===== src/rtl/cmd_decoder_pkg.sv =====
// gfx_cmd_pkg: opcodes, primitive encodings, command word layout and FSM states for cmd_decoder.
package gfx_cmd_pkg;
  localparam int CMD_W   = 52;
  localparam int OP_W    = 4;
  localparam int FIELD_W = 12;
  localparam int COLOR_W = 24;
  localparam int OP_LSB  = 48;
  localparam int X0_LSB  = 36;
  localparam int Y0_LSB  = 24;
  localparam int X1_LSB  = 12;
  localparam int Y1_LSB  = 0;
  localparam logic [OP_W-1:0] OPC_NOP       = 4'h0;
  localparam logic [OP_W-1:0] OPC_SET_COLOR = 4'h1;
  localparam logic [OP_W-1:0] OPC_PIXEL     = 4'h2;
  localparam logic [OP_W-1:0] OPC_LINE      = 4'h3;
  localparam logic [OP_W-1:0] OPC_RECT      = 4'h4;
  localparam logic [OP_W-1:0] OPC_CLEAR     = 4'h5;
  typedef enum logic [2:0] {PRIM_PIXEL, PRIM_LINE, PRIM_RECT, PRIM_CLEAR} prim_op_e;
  typedef enum logic [1:0] {S_IDLE, S_DECODE, S_ISSUE} state_e;
endpackage


===== src/rtl/cmd_decoder_if.sv =====
// cmd_decoder_if: command input and primitive output handshakes of cmd_decoder.
// Ports: cmd_valid/cmd_ready/command (upstream), prim_valid/prim_ready/prim_op/
// prim_x0/prim_y0/prim_x1/prim_y1/prim_color (downstream).
// slave = decoder side, master = the block driving commands and consuming primitives.
interface cmd_decoder_if #(parameter int COORD_W = 12);
  import gfx_cmd_pkg::*;
  logic               cmd_valid;
  logic               cmd_ready;
  logic [CMD_W-1:0]   command;
  logic               prim_valid;
  logic               prim_ready;
  logic [2:0]         prim_op;
  logic [COORD_W-1:0] prim_x0;
  logic [COORD_W-1:0] prim_y0;
  logic [COORD_W-1:0] prim_x1;
  logic [COORD_W-1:0] prim_y1;
  logic [COLOR_W-1:0] prim_color;
  modport master (
    output cmd_valid, command, prim_ready,
    input  cmd_ready, prim_valid, prim_op, prim_x0, prim_y0, prim_x1, prim_y1, prim_color
  );
  modport slave (
    input  cmd_valid, command, prim_ready,
    output cmd_ready, prim_valid, prim_op, prim_x0, prim_y0, prim_x1, prim_y1, prim_color
  );
endinterface


===== src/rtl/cmd_decoder_fifo.sv =====
// cmd_fifo: command word buffer with registered storage and full/empty flags.
// Ports: clk, rst_ (async active-low), push/wdata, pop/rdata, full, empty.
// DEPTH must be a power of two; pointers carry one extra wrap bit.
module cmd_fifo #(
  parameter int DEPTH = 4,
  parameter int WIDTH = 52
) (
  input  logic             clk,
  input  logic             rst_,
  input  logic             push,
  input  logic [WIDTH-1:0] wdata,
  input  logic             pop,
  output logic [WIDTH-1:0] rdata,
  output logic             full,
  output logic             empty
);
  localparam int AW = $clog2(DEPTH);
  logic [WIDTH-1:0] mem [DEPTH];
  logic [AW:0] wp, rp;
  logic do_push, do_pop;
  assign do_push = push && !full;
  assign do_pop  = pop && !empty;
  assign empty   = wp == rp;
  assign full    = (wp[AW] != rp[AW]) && (wp[AW-1:0] == rp[AW-1:0]);
  assign rdata   = mem[rp[AW-1:0]];
  always_ff @(posedge clk or negedge rst_)
    if (!rst_) begin
      wp <= '0;
      rp <= '0;
    end else begin
      if (do_push) wp <= wp + 1'b1;
      if (do_pop) rp <= rp + 1'b1;
    end
  always_ff @(posedge clk)
    if (do_push) mem[wp[AW-1:0]] <= wdata;
endmodule


===== src/rtl/cmd_decoder.sv =====
// cmd_decoder: buffers 52-bit graphics commands and issues decoded primitives.
// Ports: clk, rst_ (async active-low), bus (cmd_decoder_if.slave: command in,
// primitive out), busy (FIFO non-empty or primitive in flight), err_count.
// Optional macro CMD_DECODER_ERR_CNT_EN enables the saturating illegal-opcode counter;
// without it err_count is tied to 0.
module cmd_decoder
  import gfx_cmd_pkg::*;
#(
  parameter int FIFO_DEPTH = 4,
  parameter int COORD_W    = 12
) (
  input  logic             clk,
  input  logic             rst_,
  cmd_decoder_if.slave     bus,
  output logic             busy,
  output logic [7:0]       err_count
);
  state_e state, state_nx;
  logic full, empty, pop;
  logic [CMD_W-1:0] rdata, cur;
  logic [OP_W-1:0] opc;
  logic [FIELD_W-1:0] fx0, fy0, fx1, fy1, nx0, ny0, nx1, ny1;
  logic is_prim, is_pixel, is_rect, is_clear;
  logic [2:0] op_q;
  logic [COORD_W-1:0] x0_q, y0_q, x1_q, y1_q;
  logic [COLOR_W-1:0] color_q, pcolor_q;
  cmd_fifo #(.DEPTH(FIFO_DEPTH), .WIDTH(CMD_W)) u_fifo (
    .clk   (clk),
    .rst_  (rst_),
    .push  (bus.cmd_valid && bus.cmd_ready),
    .wdata (bus.command),
    .pop   (pop),
    .rdata (rdata),
    .full  (full),
    .empty (empty)
  );
  assign bus.cmd_ready  = !full;
  assign bus.prim_valid = state == S_ISSUE;
  assign bus.prim_op    = op_q;
  assign bus.prim_x0    = x0_q;
  assign bus.prim_y0    = y0_q;
  assign bus.prim_x1    = x1_q;
  assign bus.prim_y1    = y1_q;
  assign bus.prim_color = pcolor_q;
  assign busy           = !empty || state != S_IDLE;
  assign opc      = cur[OP_LSB +: OP_W];
  assign fx0      = cur[X0_LSB +: FIELD_W];
  assign fy0      = cur[Y0_LSB +: FIELD_W];
  assign fx1      = cur[X1_LSB +: FIELD_W];
  assign fy1      = cur[Y1_LSB +: FIELD_W];
  assign is_prim  = opc >= OPC_PIXEL && opc <= OPC_CLEAR;
  assign is_pixel = opc == OPC_PIXEL;
  assign is_rect  = opc == OPC_RECT;
  assign is_clear = opc == OPC_CLEAR;
  // RECT corners are normalised to min/max; PIXEL mirrors its single point into x1/y1.
  always_comb begin
    nx0 = is_clear ? '0 : (is_rect && fx1 < fx0) ? fx1 : fx0;
    ny0 = is_clear ? '0 : (is_rect && fy1 < fy0) ? fy1 : fy0;
    nx1 = is_clear ? '0 : is_pixel ? fx0 : (is_rect && fx1 < fx0) ? fx0 : fx1;
    ny1 = is_clear ? '0 : is_pixel ? fy0 : (is_rect && fy1 < fy0) ? fy0 : fy1;
  end
  always_ff @(posedge clk or negedge rst_)
    if (!rst_) state <= S_IDLE;
    else state <= state_nx;
  always_comb begin
    pop      = state == S_IDLE && !empty;
    state_nx = state;
    case (state)
      S_IDLE:   state_nx = empty ? S_IDLE : S_DECODE;
      S_DECODE: state_nx = is_prim ? S_ISSUE : S_IDLE;
      S_ISSUE:  state_nx = bus.prim_ready ? S_IDLE : S_ISSUE;
      default:  state_nx = S_IDLE;
    endcase
  end
  always_ff @(posedge clk or negedge rst_)
    if (!rst_) cur <= '0;
    else if (pop) cur <= rdata;
  // Outputs only load in DECODE, so they hold steady for the whole ISSUE phase.
  always_ff @(posedge clk or negedge rst_)
    if (!rst_) begin
      op_q     <= PRIM_PIXEL;
      x0_q     <= '0;
      y0_q     <= '0;
      x1_q     <= '0;
      y1_q     <= '0;
      color_q  <= '1;
      pcolor_q <= '1;
    end else if (state == S_DECODE) begin
      if (opc == OPC_SET_COLOR) color_q <= cur[COLOR_W-1:0];
      if (is_prim) begin
        op_q     <= 3'(opc - OPC_PIXEL);
        x0_q     <= COORD_W'(nx0);
        y0_q     <= COORD_W'(ny0);
        x1_q     <= COORD_W'(nx1);
        y1_q     <= COORD_W'(ny1);
        pcolor_q <= color_q;
      end
    end
`ifdef CMD_DECODER_ERR_CNT_EN
  logic [7:0] err_q;
  always_ff @(posedge clk or negedge rst_)
    if (!rst_) err_q <= '0;
    else if (state == S_DECODE && opc > OPC_CLEAR && err_q != 8'hFF) err_q <= err_q + 1'b1;
  assign err_count = err_q;
`else
  assign err_count = '0;
`endif
endmodule


===== src/flat_wrapper.sv =====
// flat-port wrapper written by rule: the top's interface ports become plain ports
module cmd_decoder_flat import gfx_cmd_pkg::*;
#(
  parameter int FIFO_DEPTH = 4,
  parameter int COORD_W    = 12
)
  (clk, rst_, busy, err_count, bus_cmd_valid, bus_command, bus_prim_ready, bus_cmd_ready, bus_prim_valid, bus_prim_op, bus_prim_x0, bus_prim_y0, bus_prim_x1, bus_prim_y1, bus_prim_color);
  cmd_decoder_if #(.COORD_W(COORD_W)) bus_i ();
  input  logic clk;
  input  logic rst_;
  output logic busy;
  output logic [7:0] err_count;
  input wire logic [$bits(bus_i.cmd_valid)-1:0] bus_cmd_valid;
  input wire logic [$bits(bus_i.command)-1:0] bus_command;
  input wire logic [$bits(bus_i.prim_ready)-1:0] bus_prim_ready;
  output wire logic [$bits(bus_i.cmd_ready)-1:0] bus_cmd_ready;
  output wire logic [$bits(bus_i.prim_valid)-1:0] bus_prim_valid;
  output wire logic [$bits(bus_i.prim_op)-1:0] bus_prim_op;
  output wire logic [$bits(bus_i.prim_x0)-1:0] bus_prim_x0;
  output wire logic [$bits(bus_i.prim_y0)-1:0] bus_prim_y0;
  output wire logic [$bits(bus_i.prim_x1)-1:0] bus_prim_x1;
  output wire logic [$bits(bus_i.prim_y1)-1:0] bus_prim_y1;
  output wire logic [$bits(bus_i.prim_color)-1:0] bus_prim_color;
  assign bus_i.cmd_valid = bus_cmd_valid;
  assign bus_i.command = bus_command;
  assign bus_i.prim_ready = bus_prim_ready;
  assign bus_cmd_ready = bus_i.cmd_ready;
  assign bus_prim_valid = bus_i.prim_valid;
  assign bus_prim_op = bus_i.prim_op;
  assign bus_prim_x0 = bus_i.prim_x0;
  assign bus_prim_y0 = bus_i.prim_y0;
  assign bus_prim_x1 = bus_i.prim_x1;
  assign bus_prim_y1 = bus_i.prim_y1;
  assign bus_prim_color = bus_i.prim_color;
  cmd_decoder #(.FIFO_DEPTH(FIFO_DEPTH), .COORD_W(COORD_W)) u_core (.clk(clk), .rst_(rst_), .bus(bus_i), .busy(busy), .err_count(err_count));
endmodule

===== config.mk =====
export PLATFORM = sky130hd
export DESIGN_NAME = cmd_decoder_flat
export DESIGN_NICKNAME = d
export VERILOG_FILES = /design/src/rtl/cmd_decoder_pkg.sv /design/src/rtl/cmd_decoder_if.sv /design/src/rtl/cmd_decoder_fifo.sv /design/src/rtl/cmd_decoder.sv /design/src/flat_wrapper.sv
export SDC_FILE = /design/constraint.sdc
export NUM_CORES = 1
export LEC_CHECK = 0
export ABC_AREA = 1
export ABC_CLOCK_PERIOD_IN_PS = 5500
export CORE_ASPECT_RATIO = 0.6
export CORE_MARGIN = 4
export CORE_UTILIZATION = 44
export DETAILED_ROUTE_END_ITERATION = 10
export PLACE_DENSITY = 0.62
export REMOVE_ABC_BUFFERS = 1
export SYNTH_ARGS = -nofsm -noshare
export SYNTH_HDL_FRONTEND = slang
export SYNTH_HIERARCHICAL = 1
export SYNTH_SLANG_ARGS = --single-unit
export TNS_END_PERCENT = 1

===== constraint.sdc =====
create_clock -name clk -period 5.5 [get_ports clk]
set_input_delay 0.825 -clock clk [delete_from_list [all_inputs] [get_ports clk]]
set_output_delay 0.825 -clock clk [all_outputs]
set_load 0.01 [all_outputs]

==> flow_summary_export.csv <==
group,metric,value,unit
status,status,"complete, no violations",
critical_path,crit_path_end,"busy",
layout,area_growth,17.5,%
placement,numPortBuffers,133,
timing,max_slew_margin,0.309,
floorplanning,core-area,34000,um2
timing,period_minus_slack,3.88,ns
layout,utilization,0.528,
critical_path,end_kind,"output port",
floorplanning,die_w,248,um
critical_path,rrSetupSlack,1.77,ns
critical_path,crit_arrival,3.05,ns
logic_synthesis,ys_ff_latch,367,
pwr,pwr-share-seq,0.405,
pwr,p_leak,7.24,nW
routing,drt-met1-wl,17300,um
timing,max_freq,258,MHz
critical_path,crit_path_max_fanout,106,
layout,nets,1593,
timing,slew_violations,0,
placement,gp_congestion,0.740,
pwr,power_density,603,nW/um2
floorplanning,io-pin-count,142,
clock_tree,h-tree-depth,2,
floorplanning,initial_utilization,0.449,
floorplanning,row_count,52,
clock_tree,cts_hold_buf,0,
grt,grt_max_degree,109,
timing,setup_viol,0,
pwr,vdd_drop_max,360,uV
layout,drive_gt1_frac,0.0919,
logic_synthesis,netlist_instances,1401,
timing,fin_crit_sh,0.705,
grt,grt_overflow,0,
flow_run,drv_cap,0,
logic_synthesis,synth_area,15300,um2
routing,viasPerCell,5.18,
placement,dpl.hpwl,22800,um
routing,first_pass_iters,5,
grt,antenna_found_initial,1,
grt,grt_pass1_wl,57700,um
pwr,pwr-share-clk,0.225,
routing,drtAntennaViolNets,0,
logic_synthesis,async_reset_ff_frac,0.433,
grt,grt_pass1_vias,9922,
timing,fin_worst_skew,0.0170,ns
timing,tns,0,ns
pwr,swShare,0.376,
critical_path,cp-startpoint,"u_core/u_fifo/rp[0]",
clock_tree,cts_resized,0,
critical_path,reg2reg_from,"u_core/u_fifo/rp[0]",
routing,dr_wl_met2,17000,um
logic_synthesis,synth_edf_count,208,
placement,dpl_cell_area,16800,um2
layout,final_area,17900,um2
logic_synthesis,synth_cell_types,34,
timing,hold_viol_final,0,
routing,drc,0,
critical_path,r2r-end,"u_core/u_fifo/mem[3][27]",
grt,grt.total_usage,0.190,
timing,rsz0062_at_grt,"no",
layout,n_fill_cell,2949,
logic_synthesis,synth_flop_cell,"edfxtp_1",
routing,wl,36800,um
clock_tree,clockBufferDepth,3,
clock_tree,cts.sink_count,367,
logic_synthesis,syn_area_per_cell,10.9,um2
routing,vias,10300,
pwr,comb_power_share,0.369,
pwr,p_sw,4.07,mW
critical_path,setup.worst_path.start_class,"flop",
clock_tree,cts_tree,"built",
routing,wl_per_cell,18.5,um
floorplanning,die-area,37800,um2
worst_hold_path,hold_class,"in2async",
layout,antenna_cells,0,
routing,highest_layer,"met5",
critical_path,r2r_cells,9,
routing,wl_met3,1990,um
pwr,intPower,6.76,mW
clock_tree,clkTransAtPathRegs,0.06,ns
timing,worstMarginPinSlew,1.04,ns
logic_synthesis,yosys_warnings,6,
routing,drt-initial-drc-count,808,
floorplanning,die_h,152,um
critical_path,critical_path_class,"reg2out",
clock_tree,post_cts_buffers,0,
logic_synthesis,ys_seq_area_frac,0.674,
clock_tree,cts_root_buffer,"clkbuf_16",
critical_path,required,4.68,ns
clock_tree,cts_made_buffers,34,
clock_tree,insertion_delay,0.53,ns
==> placed cells by master, fill, tap and decap left out, types with 2 or more instances in the layout <==
cell type | synthesis | layout
a21oi_1 | 8 | 8
buf_4 | 10 | 16
bufinv_16 | 0 | 5
clkbuf_1 | 18 | 8
clkbuf_16 | 0 | 35
clkdlybuf4s50_1 | 0 | 132
clkinv_1 | 0 | 6
clkinv_2 | 0 | 3
conb_1 | 1 | 8
dfrtp_1 | 111 | 109
dfstp_2 | 48 | 48
edfxtp_1 | 208 | 208
ha_1 | 27 | 27
inv_1 | 78 | 78
inv_2 | 3 | 3
inv_6 | 1 | 2
nand2_1 | 352 | 352
nand2_2 | 3 | 3
nand2_4 | 5 | 5
nand3_1 | 58 | 58
nand3_2 | 2 | 2
nand3_4 | 2 | 2
nor2_1 | 140 | 136
nor2_2 | 3 | 3
nor2_4 | 1 | 5
nor3_1 | 2 | 2
o21ai_0 | 175 | 175
o21ai_1 | 31 | 31
o22ai_1 | 52 | 52
xor2_1 | 2 | 2
==> layer usage <==
layer / vias up / global-route usage
met4: 2 / 0.0368
met5: - / 0
li1: 4932 / -
met3: 48 / 0.0345
met2: 282 / 0.299
met1: 5069 / 0.283
==> layout make-up <==
class / count / area, um2 / area share
flip-flops and latches: 367 / 10300 / 0.573
multi-input cells: 875 / 4180 / 0.233
repair buffers: 149 / 1450 / 0.0810
clock buffers: 44 / 920 / 0.0513
well taps: 459 / 574 / 0.0320
inverters: 83 / 322 / 0.0179
clock inverters: 17 / 209 / 0.0116
==> worst min path at each step <==
stage,startpoint,to,depth (start not counted)
finish,rst_,u_core/bus.prim_op[1],1
global route,rst_,u_core/cur[23],1
CTS,rst_,u_core/cur[23],1
detailed placement,u_core/color_q[16],u_core/bus.prim_color[16],2
global placement,u_core/color_q[16],u_core/bus.prim_color[16],2
floorplan,u_core/color_q[0],u_core/bus.prim_color[0],2
==> power groups by stage <==
stage,combinational (mW),sequential [mW],clock [mW]
final,4.00,4.39,2.44
after global placement,3.94,4.42,0
after floorplan,2.35,4.50,0
after global routing,4.49,4.49,2.61
after detailed placement,4.00,4.44,0
after CTS,4.04,4.39,2.50
==> Yosys cell counts, types with 2 or more instances <==
| cell | n | area, um2 |
|---|---|---|
| a21oi_1 | 8 | 40.0 |
| buf_2 | 31 | 155 |
| buf_4 | 10 | 75.1 |
| buf_6 | 19 | 214 |
| clkbuf_1 | 18 | 67.6 |
| clkbuf_2 | 4 | 20.0 |
| dfrtp_1 | 111 | 2780 |
| dfstp_2 | 48 | 1260 |
| edfxtp_1 | 208 | 6250 |
| ha_1 | 27 | 338 |
| inv_1 | 78 | 293 |
| inv_2 | 3 | 11.3 |
| nand2_1 | 352 | 1320 |
| nand2_2 | 3 | 18.8 |
| nand2_4 | 5 | 56.3 |
| nand3_1 | 58 | 290 |
| nand3_2 | 2 | 20.0 |
| nand3_4 | 2 | 35.0 |
| nor2_1 | 140 | 526 |
| nor2_2 | 3 | 18.8 |
| nor3_1 | 2 | 10.0 |
| o21ai_0 | 175 | 876 |
| o21ai_1 | 31 | 155 |
| o22ai_1 | 52 | 325 |
| xor2_1 | 2 | 17.5 |
==> per-stage QoR <==
step	setup WS (ns)	instances	power (mW)	hold slack, ns
2_1_floorplan	-0.346	1325	6.85	0.444
3_3_place_gp	1.94	1933	8.36	0.452
3_5_place_dp	1.81	1933	8.44	0.453
4_1_cts	1.62	1994	10.9	0.327
5_1_grt	1.44	1994	11.6	0.351
6_report	1.62	1994	10.8	0.288
==> critical path, cell delays in order, from the launching register on <==
cell,delay [ns]
dfrtp_4,0.69
inv_6,0.62
nand2_1,0.14
nand2_2,0.14
nand3_2,0.14
inv_1,0.17
nand2_1,0.07
clkdlybuf4s50_1,0.48
==> flip-flops by register name, summed over array words and instances (netlist names) <==
signal / flops
u_core/cur: 52
u_core/u_fifo/rp: 3
u_core/bus.prim_y0: 12
u_core/u_fifo/wp: 3
u_core/u_fifo/mem: 208
u_core/bus.prim_color: 24
u_core/color_q: 24
u_core/bus.prim_y1: 12
u_core/bus.prim_op: 3
u_core/state: 2
u_core/bus.prim_x1: 12
u_core/bus.prim_x0: 12
==> logic make-up (layout without fill, tap and decap cells) <==
group,Yosys count,after routing,share of synthesized area
DFF,367,367,0.674
buffers and inverters,166,293,0.0568
xor gates and xnor gates,3,3,0.00295
other,1,8,0.000246
and+or+nand+nor,570,570,0.152
adders and majority gates,27,27,0.0221
AOI/OAI and AO/OA,267,267,0.0920
Power figures use the tool's default switching activity.
